## config.mk

```make
export PLATFORM = sky130hd
export DESIGN_NAME = seg_display_arbiter
export DESIGN_NICKNAME = d
export VERILOG_FILES = /design/src/rtl/seg_display_arbiter.sv
export SDC_FILE = /design/constraint.sdc
export NUM_CORES = 1
export LEC_CHECK = 0
export ABC_AREA = 1
export CORE_MARGIN = 2
export CORE_UTILIZATION = 50
export DETAILED_ROUTE_END_ITERATION = 7
export PLACE_DENSITY_LB_ADDON = 0.25
export SLEW_MARGIN = 5
export SYNTH_ARGS = -nofsm -noshare
export SYNTH_HDL_FRONTEND = slang
export SYNTH_SLANG_ARGS = --single-unit
```

## constraint.sdc

```tcl
create_clock -name clk -period 2.25 [get_ports clk]
set_input_delay 0.675 -clock clk [delete_from_list [all_inputs] [get_ports clk]]
set_output_delay 0.675 -clock clk [all_outputs]
set_load 0.01 [all_outputs]
```

## src/rtl/seg_display_arbiter.sv

```systemverilog
`default_nettype none
// seg_display_arbiter: round-robin sharing of one 4-digit hex display with a minimum dwell per owner.
// Optional macro SEGARB_GAP_EN inserts a blanked GAP state on every handoff and release.
module seg_display_arbiter #(
  parameter int          N_REQ       = 4,
  parameter int          HOLD_CYCLES = 50_000_000,
  parameter logic [15:0] IDLE_VALUE  = 16'h0000,
  parameter int          GAP_CYCLES  = 262_144
) (
  input  logic                     clk,
  input  logic                     clr_n,
  input  logic [N_REQ-1:0]         req,
  input  logic [16*N_REQ-1:0]      data,
  output logic [N_REQ-1:0]         gnt,
  output logic [15:0]              x,
  output logic [$clog2(N_REQ)-1:0] owner,
  output logic                     active,
  output logic                     blank
);

  localparam int OW = $clog2(N_REQ);
  localparam int DW = (HOLD_CYCLES > 1) ? $clog2(HOLD_CYCLES) : 1;
  localparam logic [DW-1:0] DWELL_MAX  = DW'(HOLD_CYCLES - 1);
  localparam logic [OW-1:0] LAST_RESET = OW'(N_REQ - 1);

  typedef enum logic [1:0] {
    S_IDLE = 2'd0,
    S_HOLD = 2'd1,
    S_GAP  = 2'd2
  } state_t;

  state_t            state_q, state_d;
  logic [N_REQ-1:0]  gnt_q, gnt_d;
  logic [15:0]       x_q, x_d;
  logic [OW-1:0]     owner_q, owner_d;
  logic [OW-1:0]     last_owner_q, last_owner_d;
  logic              active_q, active_d;
  logic              blank_q, blank_d;
  logic [DW-1:0]     dwell_q, dwell_d;

`ifdef SEGARB_GAP_EN
  localparam int GW = (GAP_CYCLES > 1) ? $clog2(GAP_CYCLES) : 1;
  localparam logic [GW-1:0] GAP_LAST = GW'(GAP_CYCLES - 1);
  logic [GW-1:0]     gap_q, gap_d;
`endif

  logic [15:0] data_arr [N_REQ];

  for (genvar i = 0; i < N_REQ; i++) begin : g_data
    assign data_arr[i] = data[16*i +: 16];
  end

  // Returns {found, index} of the first requester at base+1 .. base+span (mod N_REQ).
  function automatic logic [OW:0] rr_pick(input logic [N_REQ-1:0] r,
                                          input logic [OW-1:0]    base,
                                          input int               span);
    logic [OW:0] res;
    int          idx;
    res = '0;
    for (int k = N_REQ; k >= 1; k--) begin
      idx = int'(base) + k;
      if (idx >= N_REQ) idx = idx - N_REQ;
      if (k <= span && r[idx]) res = {1'b1, OW'(idx)};
    end
    return res;
  endfunction

  logic [OW:0]   any_pick, excl_pick;
  logic          any_found, excl_found;
  logic [OW-1:0] any_idx, excl_idx;
  logic          owner_drop, expired;

  assign any_pick   = rr_pick(req, last_owner_q, N_REQ);
  // In HOLD owner_q equals last_owner_q, so this scan skips the current owner.
  assign excl_pick  = rr_pick(req, owner_q, N_REQ - 1);
  assign any_found  = any_pick[OW];
  assign any_idx    = any_pick[OW-1:0];
  assign excl_found = excl_pick[OW];
  assign excl_idx   = excl_pick[OW-1:0];
  assign owner_drop = ~req[owner_q];
  assign expired    = (dwell_q == DWELL_MAX);

  logic          do_grant, do_idle, do_gap;
  logic [OW-1:0] grant_idx;

  always_comb begin
    state_d      = state_q;
    gnt_d        = gnt_q;
    x_d          = x_q;
    owner_d      = owner_q;
    last_owner_d = last_owner_q;
    active_d     = active_q;
    blank_d      = blank_q;
    dwell_d      = dwell_q;
`ifdef SEGARB_GAP_EN
    gap_d        = gap_q;
`endif
    do_grant     = 1'b0;
    do_idle      = 1'b0;
    do_gap       = 1'b0;
    grant_idx    = any_idx;

    case (state_q)
      S_IDLE: begin
        if (any_found) begin
          do_grant  = 1'b1;
          grant_idx = any_idx;
        end
      end
      S_HOLD: begin
        x_d = data_arr[owner_q];
        // Owner drop takes priority over a coincident dwell expiry.
        if (owner_drop || expired) begin
          if (excl_found) begin
`ifdef SEGARB_GAP_EN
            do_gap    = 1'b1;
`else
            do_grant  = 1'b1;
            grant_idx = excl_idx;
`endif
          end else if (!owner_drop) begin
            dwell_d = '0;
          end else begin
`ifdef SEGARB_GAP_EN
            do_gap  = 1'b1;
`else
            do_idle = 1'b1;
`endif
          end
        end else begin
          dwell_d = dwell_q + 1'b1;
        end
      end
`ifdef SEGARB_GAP_EN
      S_GAP: begin
        if (gap_q == GAP_LAST) begin
          if (any_found) begin
            do_grant  = 1'b1;
            grant_idx = any_idx;
          end else begin
            do_idle = 1'b1;
          end
        end else begin
          gap_d = gap_q + 1'b1;
        end
      end
`endif
      default: do_idle = 1'b1;
    endcase

    if (do_grant) begin
      state_d            = S_HOLD;
      gnt_d              = '0;
      gnt_d[grant_idx]   = 1'b1;
      owner_d            = grant_idx;
      last_owner_d       = grant_idx;
      x_d                = data_arr[grant_idx];
      active_d           = 1'b1;
      blank_d            = 1'b0;
      dwell_d            = '0;
    end
    if (do_idle || do_gap) begin
      state_d  = do_gap ? S_GAP : S_IDLE;
      gnt_d    = '0;
      x_d      = IDLE_VALUE;
      owner_d  = '0;
      active_d = 1'b0;
      blank_d  = 1'b1;
      dwell_d  = '0;
`ifdef SEGARB_GAP_EN
      gap_d    = '0;
`endif
    end
  end

  always_ff @(posedge clk or negedge clr_n) begin
    if (!clr_n) begin
      state_q      <= S_IDLE;
      gnt_q        <= '0;
      x_q          <= IDLE_VALUE;
      owner_q      <= '0;
      last_owner_q <= LAST_RESET;
      active_q     <= 1'b0;
      blank_q      <= 1'b1;
      dwell_q      <= '0;
`ifdef SEGARB_GAP_EN
      gap_q        <= '0;
`endif
    end else begin
      state_q      <= state_d;
      gnt_q        <= gnt_d;
      x_q          <= x_d;
      owner_q      <= owner_d;
      last_owner_q <= last_owner_d;
      active_q     <= active_d;
      blank_q      <= blank_d;
      dwell_q      <= dwell_d;
`ifdef SEGARB_GAP_EN
      gap_q        <= gap_d;
`endif
    end
  end

  assign gnt    = gnt_q;
  assign x      = x_q;
  assign owner  = owner_q;
  assign active = active_q;
  assign blank  = blank_q;

endmodule
`default_nettype wire
```

# Word level (Yosys, flattened, before mapping)

Cells that the tools add are included.

Add/sub/neg operators: 15
Order comparisons: 19
Equal/unequal tests: 4
Mux-type cells: 75
Bitwise gates (word level): 3
Reductions and logical operators: 6

Operators by type and width:

| kind                                                                                | count |
|---|---|
| 32-bit by 4-bit < comparator with 1-bit output, second input constant               | 7 |
| 32-bit 2-to-1 mux                                                                   | 7 |
| 26-bit 2-to-1 mux                                                                   | 6 |
| 16-bit 2-to-1 mux                                                                   | 7 |
| 16-bit binary-select mux with 2-bit select                                          | 2 |
| 26-bit by 1-bit adder with 26-bit output, second input constant                     | 1 |
| 26-bit equality test, second input constant                                         | 1 |
| 1-bit 2-to-1 mux                                                                    | 26 |
| 3-bit greater-or-equal comparator, second input constant                            | 8 |
| 3-bit by 3-bit subtractor with 4-bit output, second input constant                  | 6 |
| 3-bit 2-to-1 mux                                                                    | 7 |
| 1-bit binary-select mux with 2-bit select                                           | 8 |
| 2-bit 2-to-1 mux                                                                    | 7 |
| 2-bit by 2-bit adder with 3-bit output, second input constant                       | 4 |
| 4-bit 2-to-1 mux                                                                    | 2 |
| 4-bit != test, second input constant                                                | 2 |
| 2-bit by 1-bit adder with 3-bit output, second input constant                       | 2 |
| 2-bit by 3-bit < comparator with 1-bit output, second input constant                | 2 |
| 2-bit NOT with 3-bit output                                                         | 2 |
| 4-bit by 3-bit subtractor with 5-bit output, second input constant                  | 1 |
| 2-bit by 3-bit adder with 4-bit output, second input constant                       | 1 |
| 4-bit by 3-bit greater-or-equal comparator with 1-bit output, second input constant | 1 |
| 1-bit one-hot mux with 2 select lines                                               | 2 |
| 3-bit AND reduction                                                                 | 1 |
| 9 further kinds                                                                     | 9 |

Bits in registers: 54
Bits of input ports: 70
Output and inout bits: 24
Logic and storage cells: 130

# Longest topological paths before layout

Word-level depth: 19
Depth in mapped cells: 18

# Worst setup path after synthesis

No wires, ideal clock.

Path type: input -> register
Start point: input port req[2]
End point: register x_q[13], in the netlist x[13]
Library setup time: 0.117 ns
Arrival: 1.936 ns
Required time: 2.133 ns
Path slack: 0.197 ns
Stages: 16
Cell sequence: inv_2 > o21ai_1 > nand2_1 > nand2_1 > inv_1 > nand2_1 > nand3_4 > nand2_1 > inv_2 > nor2_2 > buf_2 > nand3_1 > nand2_1 > nand2_1 > nand2_1 > nand2_1

Longest elaborated chain between the ends: 16
Elaborated cells between the ends (all ways): 50
Those cells by class: mux: 46; bitwise: 2; reduce/logical: 2

Ends and longest elaborated chain:

| element                                              | RTL line | source |
|---|---|---|
| from (decl)                                          | 12       | `input logic [N_REQ-1:0] req,` |
| 1-bit binary-select mux with 2-bit select            | 63       | `if (k <= span && r[idx]) res = {1'b1, OW'(idx)};` |
| 1-bit 2-to-1 mux (implied by the code) (2 in a row)  | 63       |  |
| 3-bit 2-to-1 mux (4 in a row)                        | 63       |  |
| 2-bit 2-to-1 mux                                     | 114      | `if (excl_found) begin` |
| 2-bit 2-to-1 mux                                     | 113      | `if (owner_drop \|\| expired) begin` |
| 2-bit 2-to-1 mux                                     | --       |  |
| 2-bit NOT with 3-bit output (implied by the code)    | 157      | `x_d = data_arr[grant_idx];` |
| 16-bit binary-select mux with 2-bit select           | 157      |  |
| 16-bit 2-to-1 mux (implied by the code) (2 in a row) | 157      |  |
| 16-bit 2-to-1 mux                                    | 151      | `if (do_grant) begin` |
| 16-bit 2-to-1 mux                                    | 162      | `if (do_idle \|\| do_gap) begin` |
| to (signal assigned)                                 | 180      | `x_q <= IDLE_VALUE;` |
| to (signal assigned)                                 | 192      | `x_q <= x_d;` |
| to (decl)                                            | 34       | `logic [15:0] x_q, x_d;` |

Several ways; a longest one is shown, not always the timed one. The select of a mux whose other input is x is not followed.
A chain may end at the register's enable or synchronous reset.

# Worst setup path after layout

Start point: input port req[1]
End point: register x_q[8], in the netlist x[8]

Same word-level chain as after synthesis.

==> results by group <==
Worst setup path
  – Crit-path max FO: 5
  – Crit path largest cell delay: 0.24 ns
  – Worst reg2reg setup slack: -0.03 ns
  – Worst EP arrival: 2.51 ns
  – Reg2Reg Depth: 19
  – R2R Path Start: dwell_q[0]$_DFFE_PN0P_
  – Crit path buf inv count: 5
  – CP dominant cell by count: nand2_1
  – CP startpoint: req[1]
  – RR Endpoint: x[8]$_DFFE_PN0P_
  – Crit path required time: 2.47 ns
  – Worst Setup End Kind: flip-flop
  – Crit-path cells: dlygate4sd2_1 > inv_2 > nand2_2 > o21ai_1 > o21ai_1 > nand2_2 > buf_4 > inv_1 > nor2_2 > nand2_4 > buf_8 > nand2_4 > nand2_1 > nand3_1 > nand2_1 > nand2_1 > nand2_2 > nand2_1
  – CP top delay family: simple AND/OR/NAND/NOR gates
  – Slowest cell on crit path: dlygate4sd2_1
  – Crit path launch type: input pin
  – Crit Path Class: input pin to flip-flop

Power
  – P_leak: 2.58 nW
  – Reg power frac: 14.8%
  – Power after layout: 0.00966 W
  – Internal power: 0.00505 W
  – Combinational share of power: 75.9%
  – Sw Share: 47.7%
  – P_sw: 0.00461 W
  – Power Density: 1700 mW/mm^2
  – Clk pwr share: 9.2%
  – Worst vdd ir: 0.000960 V

GRT
  – Largest net degree at the start of global routing: 53
  – Vias in the first global route: 4506
  – GR Util All Layers: 30.6%
  – Total global routing overflow: 0
  – Initial antenna violation count: 0
  – First-pass GRT wire length: 20800 um

CTS
  – Clock Tree Root: clkbuf_8
  – CTS max path bufs: 2
  – CTS Buf Count: 5
  – Clk Latency, worst-skew pair: 0.32 ns
  – Clk sink count: 52
  – CTS tree: yes
  – Clock input transition at the sequential cells of the worst setup and hold paths: 0.10 ns
  – Htree depth: 2

Placement
  – Dpl ws: -0.703 ns
  – DP Area: 0.00518 mm^2
  – Routability cong.: 0.947
  – Dpl hpwl: 9100 um
  – Port Buffer Count: 93

STA
  – RSZ-0062 raised after global routing: yes
  – Slew HR: 54.3%
  – Final period util: 102%
  – Smallest setup slack after layout: -0.0397 ns
  – Tmin final: 2.29 ns
  – Max Fclk: 437 MHz
  – Worst hold slack: 0.340 ns
  – Fin. Hold Viols: 0
  – Final clock skew: 0.00973 ns
  – Final Setup Violations: 4
  – Pins Over Slew Limit: 0
  – Slew @ Worst Pin: 0.684 ns

Die
  – Chip height: 90.8 um
  – Initial Util: 51.6%
  – Die area: 0.00824 mm^2
  – Core Box Area: 0.00729 mm^2
  – Chip Width: 90.8 um
  – IO Pins: 94
  – Rows: 31

Status
  – Failing checks: setup timing
  – Outcome: finished with violations

Routing
  – Detailed Routing Iterations Pass 1: 7
  – Residual DRC: 0
  – DR WL/cell: 16.2 um
  – Vias per cell: 5.80
  – 1st-iter DRT viols: 355
  – Total wire length: 13200 um
  – DR vias: 4708
  – ANT nets after route: 0

Layout
  – Commonest non-fill, non-tap cells in the layout: nand2_1, clkdlybuf4s50_1, nand3_1, buf_4, nor2_1
  – Share of layout cells above drive strength 1: 19.8%
  – Most common cell after layout, fill and taps aside: nand2_1
  – Syn-to-layout area delta: 51.0%
  – Final Core Density: 78.0%
  – Final instance area: 0.00569 mm^2
  – Final nets: 783
  – Diode count: 0

Yosys
  – Post-Synth Adder-Cell Area: 0.332%
  – Largest family of logic cells by synthesized area: simple AND/OR/NAND/NOR gates
  – Synth Cell Area: 0.00377 mm^2
  – Seq/Total Area, Yosys: 34.7%
  – Synth Area in Compound Gates: 15.4%
  – Post-synthesis mux area share: 0%
  – Post-Syn Instances: 560
  – XOR/XNOR Fraction of Synth Area: 2.09%
  – Post-synthesis simple-gate area fraction: 39.9%
  – YS warnings: 0
  – Syn Nets: 631
  – Cell variety after synth: 38
  – FF+latch count, synth: 52
  – Average cell area after synthesis: 6.73 um^2

Run
  – # Max-Cap Violations: 0

Min path
  – HP Class: input pin to async pin
## per-layer routing
metal | vias up | routed length (um) | track usage, %
met4 | 0 | 294 | 12.4
met2 | 286 | 6360 | 51.4
met1 | 2197 | 5360 | 39.3
met3 | 34 | 1140 | 4.92
li1 | 2191 | - | -
met5 | - | 0 | 0
## cell families (layout without fill, tap and decap cells)
kind of cell	Yosys count	after routing
compound gates	94	94
fa+ha+maj	1	1
flops	52	52
xor+xnor	9	9
simple gates	340	344
buf+inv	64	213
## worst register-to-register path, stage by stage (launching register included)
cell and delay, ns:
dfrtp_1 0.39, ha_2 0.20, nand2_2 0.07, nor2_4 0.11, nand3_2 0.10, nor2_1 0.12, nand2_1 0.07, nand2_2 0.10
buf_4 0.11, inv_1 0.05, nor2_2 0.12, nand2_4 0.13, buf_8 0.17, nand2_4 0.10, nand2_1 0.06, nand3_1 0.06
nand2_1 0.06, nand2_1 0.08, nand2_2 0.06, nand2_1 0.06
## state kept, by name (all words and copies together) (netlist names)
signal,flops
gnt,4
blank,1
active,1
owner,2
last_owner_q,2
dwell_q,26
x,16
## final cells by class
type	count	area, um^2
inverter	43	173
tap	99	124
clock buffer	5	68.8
multi-input combinational	448	2340
sequential	52	1310
fill	528	1610
clock inverter	3	90.1
timing repair inverter	1	7.51
timing repair buffer	161	1570
## synth_stat cells (all sizes together)
master | n | area [um^2]
a21oi | 9 | 45.0
a22o | 1 | 8.76
a22oi | 1 | 7.51
a2bb2oi | 1 | 8.76
a31oi | 3 | 18.8
and3 | 2 | 12.5
buf | 12 | 88.8
clkbuf | 9 | 33.8
dfrtp | 49 | 1230
dfstp | 3 | 78.8
ha | 1 | 12.5
inv | 43 | 164
nand2 | 185 | 727
nand3 | 76 | 410
nand4 | 5 | 31.3
nor2 | 57 | 234
nor3 | 11 | 60.1
nor3b | 2 | 15.0
nor4 | 2 | 12.5
o211ai | 1 | 12.5
o21a | 17 | 128
o21ai | 28 | 140
o221a | 1 | 11.3
o22ai | 32 | 200
xnor2 | 2 | 17.5
xor2 | 7 | 61.3
## power groups by stage
stage / Combinational (W) / Sequential (W) / Clock (W)
5_1_grt: 0.00793 / 0.00146 / 0.000937
3_3_place_gp: 0.00585 / 0.00144 / 0
4_1_cts: 0.00649 / 0.00145 / 0.000901
3_5_place_dp: 0.00600 / 0.00145 / 0
2_1_floorplan: 0.00369 / 0.00147 / 0
6_report: 0.00734 / 0.00143 / 0.000893
## through the flow
step	instances	setup TNS, ns
after floorplan	560	0
after global placement	788	-21.98
after detailed placement	788	-27.69
after CTS	799	0
after global routing	812	-2.10
final	812	-0.0792
## how the worst max path moves through the flow
stage / end / slack [ns] / depth (start not counted)
2_1_floorplan: x[13]$_DFFE_PN0P_ / 0.20 / 16
3_3_place_gp: x[10]$_DFFE_PN0P_ / -0.63 / 15
3_5_place_dp: x[7]$_DFFE_PN0P_ / -0.70 / 15
4_1_cts: x[8]$_DFFE_PN0P_ / 0.01 / 15
5_1_grt: x[13]$_DFFE_PN0P_ / -0.14 / 18
6_report: x[8]$_DFFE_PN0P_ / -0.04 / 18
## what timing repair did
| action | 4_1_cts | 5_1_grt |
|---|---|---|
| hold buffers | 0 | 0 |
| setup buffers | 1 | 8 |
| endpoints found under the setup margin | 50 | 40 |
| pin swaps | 5 | 16 |
| gates cloned | 2 | 5 |
| resized for setup | 31 | 32 |
| endpoints found under the hold margin | 0 | 0 |
Power figures use the tool's default switching activity.
